==> src/rtl/riscv_defines.sv <==
// Shared types and helpers for the instruction fetch unit.
package riscv_defines;

    localparam int XLEN          = 32;
    localparam int FETCH_ENTRY_W = 2 * XLEN + 1;

    typedef enum logic [1:0] {
        IDLE,
        WAIT_GNT,
        WAIT_RVALID,
        WAIT_ABORTED
    } fetch_state_e;

    typedef struct packed {
        logic            err;
        logic [XLEN-1:0] addr;
        logic [XLEN-1:0] rdata;
    } fetch_entry_t;

    function automatic logic [XLEN-1:0] word_align(input logic [XLEN-1:0] a);
        return a & ~XLEN'(3);
    endfunction

    function automatic logic [XLEN-1:0] next_word(input logic [XLEN-1:0] a);
        return a + XLEN'(4);
    endfunction

endpackage

==> src/rtl/riscv_fetch_fifo.sv <==
// Small circular buffer of fetched words with their addresses and error flag.
module riscv_fetch_fifo
    import riscv_defines::*;
#(
    parameter int DEPTH = 2
) (
    input  logic                     clk,
    input  logic                     rst,
    input  logic                     flush_i,
    input  logic                     push_i,
    input  logic [FETCH_ENTRY_W-1:0] entry_i,
    input  logic                     pop_i,
    output logic [FETCH_ENTRY_W-1:0] entry_o,
    output logic [$clog2(DEPTH):0]   count_o,
    output logic                     empty_o,
    output logic                     full_o
);

    localparam int PW = $clog2(DEPTH);
    localparam int CW = PW + 1;

    logic [FETCH_ENTRY_W-1:0] mem_q [DEPTH];
    logic [FETCH_ENTRY_W-1:0] mem_d [DEPTH];
    logic [PW-1:0]            wr_ptr_q, wr_ptr_d;
    logic [PW-1:0]            rd_ptr_q, rd_ptr_d;
    logic [CW-1:0]            count_q, count_d;

    always_comb begin
        mem_d    = mem_q;
        wr_ptr_d = wr_ptr_q;
        rd_ptr_d = rd_ptr_q;
        count_d  = count_q;
        if (flush_i) begin
            wr_ptr_d = '0;
            rd_ptr_d = '0;
            count_d  = '0;
        end else begin
            if (push_i) begin
                mem_d[wr_ptr_q] = entry_i;
                wr_ptr_d        = wr_ptr_q + PW'(1);
            end
            if (pop_i) begin
                rd_ptr_d = rd_ptr_q + PW'(1);
            end
            if (push_i && !pop_i) begin
                count_d = count_q + CW'(1);
            end else if (!push_i && pop_i) begin
                count_d = count_q - CW'(1);
            end
        end
    end

    // Storage is cleared so the head outputs read zero after reset.
    always_ff @(posedge clk) begin
        if (rst) begin
            for (int i = 0; i < DEPTH; i++) begin
                mem_q[i] <= '0;
            end
            wr_ptr_q <= '0;
            rd_ptr_q <= '0;
            count_q  <= '0;
        end else begin
            mem_q    <= mem_d;
            wr_ptr_q <= wr_ptr_d;
            rd_ptr_q <= rd_ptr_d;
            count_q  <= count_d;
        end
    end

    assign entry_o = mem_q[rd_ptr_q];
    assign count_o = count_q;
    assign empty_o = (count_q == '0);
    assign full_o  = (count_q == CW'(DEPTH));

endmodule

==> src/rtl/riscv_instr_fetch_unit.sv <==
// Instruction fetch engine: one outstanding bus transaction feeding a small FIFO.
module riscv_instr_fetch_unit
    import riscv_defines::*;
#(
    parameter int DEPTH       = 2,
    parameter int RDATA_WIDTH = 32
) (
    input  logic                   clk,
    input  logic                   rst,
    input  logic                   req_i,
    input  logic                   branch_i,
    input  logic [31:0]            addr_i,
    input  logic                   ready_i,
    output logic                   valid_o,
    output logic [31:0]            rdata_o,
    output logic [31:0]            addr_o,
    output logic                   fetch_failed_o,
    output logic                   instr_req_o,
    output logic [31:0]            instr_addr_o,
    input  logic                   instr_gnt_i,
    input  logic                   instr_rvalid_i,
    input  logic [RDATA_WIDTH-1:0] instr_rdata_i,
    input  logic                   instr_err_pmp_i,
    output logic                   busy_o
);

    localparam int             CW        = $clog2(DEPTH) + 1;
    localparam logic [CW:0]    DEPTH_OCC = (CW + 1)'(DEPTH);

    fetch_state_e state_q, state_d;
    logic [31:0]  fetch_addr_q, fetch_addr_d;
    logic [31:0]  rsp_addr_q, rsp_addr_d;
    logic         err_lock_q, err_lock_d;

    logic [CW-1:0] count;
    logic          empty;
    logic          full;
    logic          push;
    logic          pop;
    logic          issue;
    logic          rsp_ok;
    logic          lock;
    logic          room;
    logic          may_issue;
    logic [CW:0]   occ;
    logic [31:0]   target;
    logic [31:0]   req_addr;

    fetch_entry_t             push_entry;
    fetch_entry_t             head;
    logic [FETCH_ENTRY_W-1:0] head_bits;

    assign target   = word_align(addr_i);
    assign req_addr = branch_i ? target : fetch_addr_q;

    assign valid_o = !empty && !branch_i;
    assign pop     = valid_o && ready_i;

    // A response is kept only when it belongs to the live stream.
    assign rsp_ok = instr_rvalid_i && (state_q == WAIT_RVALID) && !branch_i;
    assign push   = rsp_ok;

    assign lock = !branch_i && (err_lock_q || (rsp_ok && instr_err_pmp_i));

    // Occupancy seen by a newly issued request once this cycle settles.
    always_comb begin
        occ = '0;
        if (!branch_i) begin
            occ = {1'b0, count} + (CW + 1)'(push) - (CW + 1)'(pop);
        end
    end

    assign room      = occ < DEPTH_OCC;
    assign may_issue = req_i && !lock && room && !rst;

    always_comb begin
        state_d      = state_q;
        fetch_addr_d = fetch_addr_q;
        rsp_addr_d   = rsp_addr_q;
        err_lock_d   = err_lock_q;
        issue        = 1'b0;

        if (branch_i) begin
            fetch_addr_d = target;
            err_lock_d   = 1'b0;
        end

        unique case (state_q)
            IDLE: begin
                issue = may_issue;
                if (issue) begin
                    state_d = instr_gnt_i ? WAIT_RVALID : WAIT_GNT;
                end
            end
            WAIT_GNT: begin
                issue   = !rst;
                state_d = instr_gnt_i ? WAIT_RVALID : WAIT_GNT;
            end
            WAIT_RVALID, WAIT_ABORTED: begin
                if (instr_rvalid_i) begin
                    issue = may_issue;
                    if (!issue) begin
                        state_d = IDLE;
                    end else begin
                        state_d = instr_gnt_i ? WAIT_RVALID : WAIT_GNT;
                    end
                end else if (branch_i) begin
                    state_d = WAIT_ABORTED;
                end
            end
        endcase

        if (issue && instr_gnt_i) begin
            fetch_addr_d = next_word(req_addr);
            rsp_addr_d   = req_addr;
        end

        if (rsp_ok && instr_err_pmp_i) begin
            err_lock_d = 1'b1;
        end
    end

    always_ff @(posedge clk) begin
        if (rst) begin
            state_q      <= IDLE;
            fetch_addr_q <= '0;
            rsp_addr_q   <= '0;
            err_lock_q   <= 1'b0;
        end else begin
            state_q      <= state_d;
            fetch_addr_q <= fetch_addr_d;
            rsp_addr_q   <= rsp_addr_d;
            err_lock_q   <= err_lock_d;
        end
    end

    always_comb begin
        push_entry       = '0;
        push_entry.err   = instr_err_pmp_i;
        push_entry.addr  = rsp_addr_q;
        push_entry.rdata = instr_rdata_i;
    end

    riscv_fetch_fifo #(
        .DEPTH (DEPTH)
    ) u_fifo (
        .clk     (clk),
        .rst     (rst),
        .flush_i (branch_i),
        .push_i  (push),
        .entry_i (push_entry),
        .pop_i   (pop),
        .entry_o (head_bits),
        .count_o (count),
        .empty_o (empty),
        .full_o  (full)
    );

    // Admission control must make a refused push impossible.
    always_ff @(posedge clk) begin
        if (!rst) begin
            assert (!(push && full && !pop));
        end
    end

    assign head           = fetch_entry_t'(head_bits);
    assign rdata_o        = head.rdata;
    assign addr_o         = head.addr;
    assign fetch_failed_o = head.err && valid_o;

    assign instr_req_o  = issue;
    assign instr_addr_o = issue ? req_addr : '0;

    assign busy_o = (state_q != IDLE) || !empty;

endmodule

==> config.mk <==
export PLATFORM = sky130hd
export DESIGN_NAME = riscv_instr_fetch_unit
export DESIGN_NICKNAME = d
export VERILOG_FILES = /design/src/rtl/riscv_defines.sv /design/src/rtl/riscv_fetch_fifo.sv /design/src/rtl/riscv_instr_fetch_unit.sv
export SDC_FILE = /design/constraint.sdc
export NUM_CORES = 1
export LEC_CHECK = 0
export ABC_AREA = 1
export ABC_CLOCK_PERIOD_IN_PS = 5000
export BUFFER_PORTS_ARGS = -buffer_cell sky130_fd_sc_hd__buf_4
export CORE_MARGIN = 3
export CORE_UTILIZATION = 40
export CTS_CLUSTER_DIAMETER = 30
export DETAILED_ROUTE_END_ITERATION = 12
export GPL_TIMING_DRIVEN = 0
export SLEW_MARGIN = 20
export SYNTH_ARGS = -nofsm -noshare
export SYNTH_HDL_FRONTEND = slang
export SYNTH_HIERARCHICAL = 1
export SYNTH_SLANG_ARGS = --single-unit
==> constraint.sdc <==
create_clock -name clk -period 5 [get_ports clk]
set_input_delay 0.5 -clock clk [delete_from_list [all_inputs] [get_ports clk]]
set_output_delay 0.5 -clock clk [all_outputs]
set_load 0.02 [all_outputs]
==> results.json <==
{
  "dieWidth_um": 162.9,
  "syn_area_um2": 9847,
  "viasPerCell": 4.786,
  "drcViolationCount": 0,
  "hold_viol_final": 0,
  "grt_usage": 0.2412,
  "r2r_cells": 16,
  "drv_slew": 0,
  "grtUsageMet2": 0.3933,
  "numPortBuffers": 169,
  "grt_pass1_vias": 9866,
  "grt_pass1_wl_um": 51160,
  "cts-root-buf": "clkbuf_16",
  "dp_hpwl_um": 23550,
  "grt_use_met3": 0.03917,
  "num_vias": 10140,
  "grt_max_degree": 12,
  "fin_nets": 1839,
  "pre_cts_slack_ps": 307.7,
  "peakVddDrop_uv": 236.3,
  "crit_path_frequent_cell": "nand2_1",
  "hold_path_class": "primary input to flop",
  "gr-total-overflow": 0,
  "drt_iter0_drc": 749,
  "wirelength_um": 32470,
  "insertedDiodeCount": 0,
  "crit_path_end_kind": "output pin",
  "die_h_um": 162.9,
  "postCtsSetupRepairBufs": 0,
  "pin_count": 172,
  "power.total_mw": 5.416,
  "ys_warn_count": 6,
  "crit_fanout": 10,
  "fmax_mhz": 214.2,
  "fin_crit_sh": 0.9339,
  "path_class": "primary input to output pin",
  "maxCapViolCount": 0,
  "drt_first_pass_iters": 6,
  "finalSetupViolCount": 0,
  "worst_ep_required_time_ps": 4500,
  "antenna_found_initial": 0,
  "syn_avg_cell_area_um2": 6.369,
  "p_leak_nw": 6.513,
  "drive_above_1_share": 0.1911,
  "ctsHoldBuffers": 0,
  "cts_tree": "yes",
  "ant_nets": 0,
  "slew_headroom": 0.5156,
  "final_cell_mix": "nand2_1 (417), nor2_1 (394), dfxtp_1 (201)",
  "dpl.cell_count": 2034,
  "dieArea_um2": 26540,
  "skew_ps": 23.89,
  "cts_sinks": 201,
  "worstPathArrival_ps": 4170,
  "core_um2": 23820,
  "max_stage_delay_ps": 510,
  "worst_path_max_delay_cell": "nor3b_1",
  "syn_nets": 1622,
  "final.min_clock_period_ps": 4670,
  "worst_r2r_endpoint": "fetch_addr_q[28]",
  "htreeDepth": 2,
  "worst-path-buf-inv": 7,
  "drt-wirelength-per-cell_um": 15.32,
  "numCtsBuffers": 46,
  "gr-usage-met1": 0.3222,
  "synthCells": 1546,
  "r2r_slack_ps": 1430,
  "area_delta_synth_final_pct": 33.54,
  "rows": 56,
  "cts.path.max_buffers": 3,
  "critPathTopFamily": "simple AND/OR/NAND/NOR gates",
  "timing.rr.start": "u_fifo/count_o[0]",
  "cts_resized": 0,
  "clk_pin_slew_ps": 50,
  "fin_tns_setup_ps": 0,
  "busiest_layer": "met2",
  "initial_core_util": 0.4133,
  "gp_congestion": 0.9530,
  "worst_setup_path_start_kind": "primary input",
  "rsz0062_at_grt": "no",
  "tightest_slew_ps": 726.6,
  "final_cells": 2119,
  "setup_ws_ps": 330.5,
  "power_density_nw_per_um2": 411.9,
  "layout_commonest_cell": "nand2_1",
  "path_cells": "buf_4, buf_6, buf_2, nor3b_1, ha_1, nor2_1, fa_1, or2_0, nor2_1, nand2_1, nand2_1, nand2_1, nand2_1, nand2_1, nand2_1, buf_4, inv_1, buf_4, nor2_1, buf_4",
  "hold_end": "u_fifo/mem_q[92]",
  "worstHoldStart": "instr_rdata_i[27]",
  "holdPathStages": 3,
  "clkLatencyLatePin_ps": 530,
  "outcome": "finished, final reports clean"
}
power breakdown:
group          internal [mW]  total (mW)  switching, mW
Combinational          0.205       0.583          0.378
Clock                   2.15        3.12          0.963
Sequential              1.67        1.72         0.0426
Total                   4.03        5.42           1.38
sequential cells by signal (all words and copies together) (netlist names):
register	cells
err_lock_q	1
fetch_addr_q	32
rsp_addr_q	32
state_q	2
u_fifo/count_o	2
u_fifo/mem_q	130
u_fifo/rd_ptr_q	1
u_fifo/wr_ptr_q	1
final cells by class:
cell class,instances,area (um^2)
Fill cell,2429,10670
Multi-Input combinational cell,1120,4788
Sequential cell,201,4024
Clock buffer,59,1301
Timing Repair Buffer,169,1269
Buffer,88,520.5
Inverter,137,514.2
Tap cell,319,399.1
Clock inverter,26,334.1
per-stage QoR:
step / hold WS [ps] / utilization / instance area [um^2]
CTS: 202.4 / 0.5520 / 13150
global route: 223.4 / 0.5520 / 13150
finish: 211.8 / 0.5520 / 13150
global placement: 454.3 / 0.4834 / 11510
detailed placement: 458.9 / 0.4834 / 11510
floorplan: 435.1 / - / 9847
layer usage:
| layer | vias up | routed length, um |
|---|---|---|
| met1 | 4512 | 15070 |
| met2 | 358 | 14530 |
| met5 | - | 0 |
| li1 | 5220 | - |
| met4 | 0 | 961 |
| met3 | 52 | 1904 |
worst min-delay path, stage by stage:
cell	delay, ps
buf_4	80
nor2_1	30
nor2_1	80
how the worst max path moves through the flow:
stage | from | endpoint | slack, ps | cells after the start
floorplan | branch_i | instr_addr_o[0] | 1130 | 18
global placement | branch_i | instr_addr_o[1] | 310 | 20
detailed placement | branch_i | instr_addr_o[0] | 310 | 20
CTS | branch_i | instr_addr_o[0] | 290 | 20
global route | branch_i | instr_addr_o[6] | 10 | 20
finish | branch_i | instr_addr_o[0] | 330 | 20
Note: power is estimated with default switching activity, not from simulation.
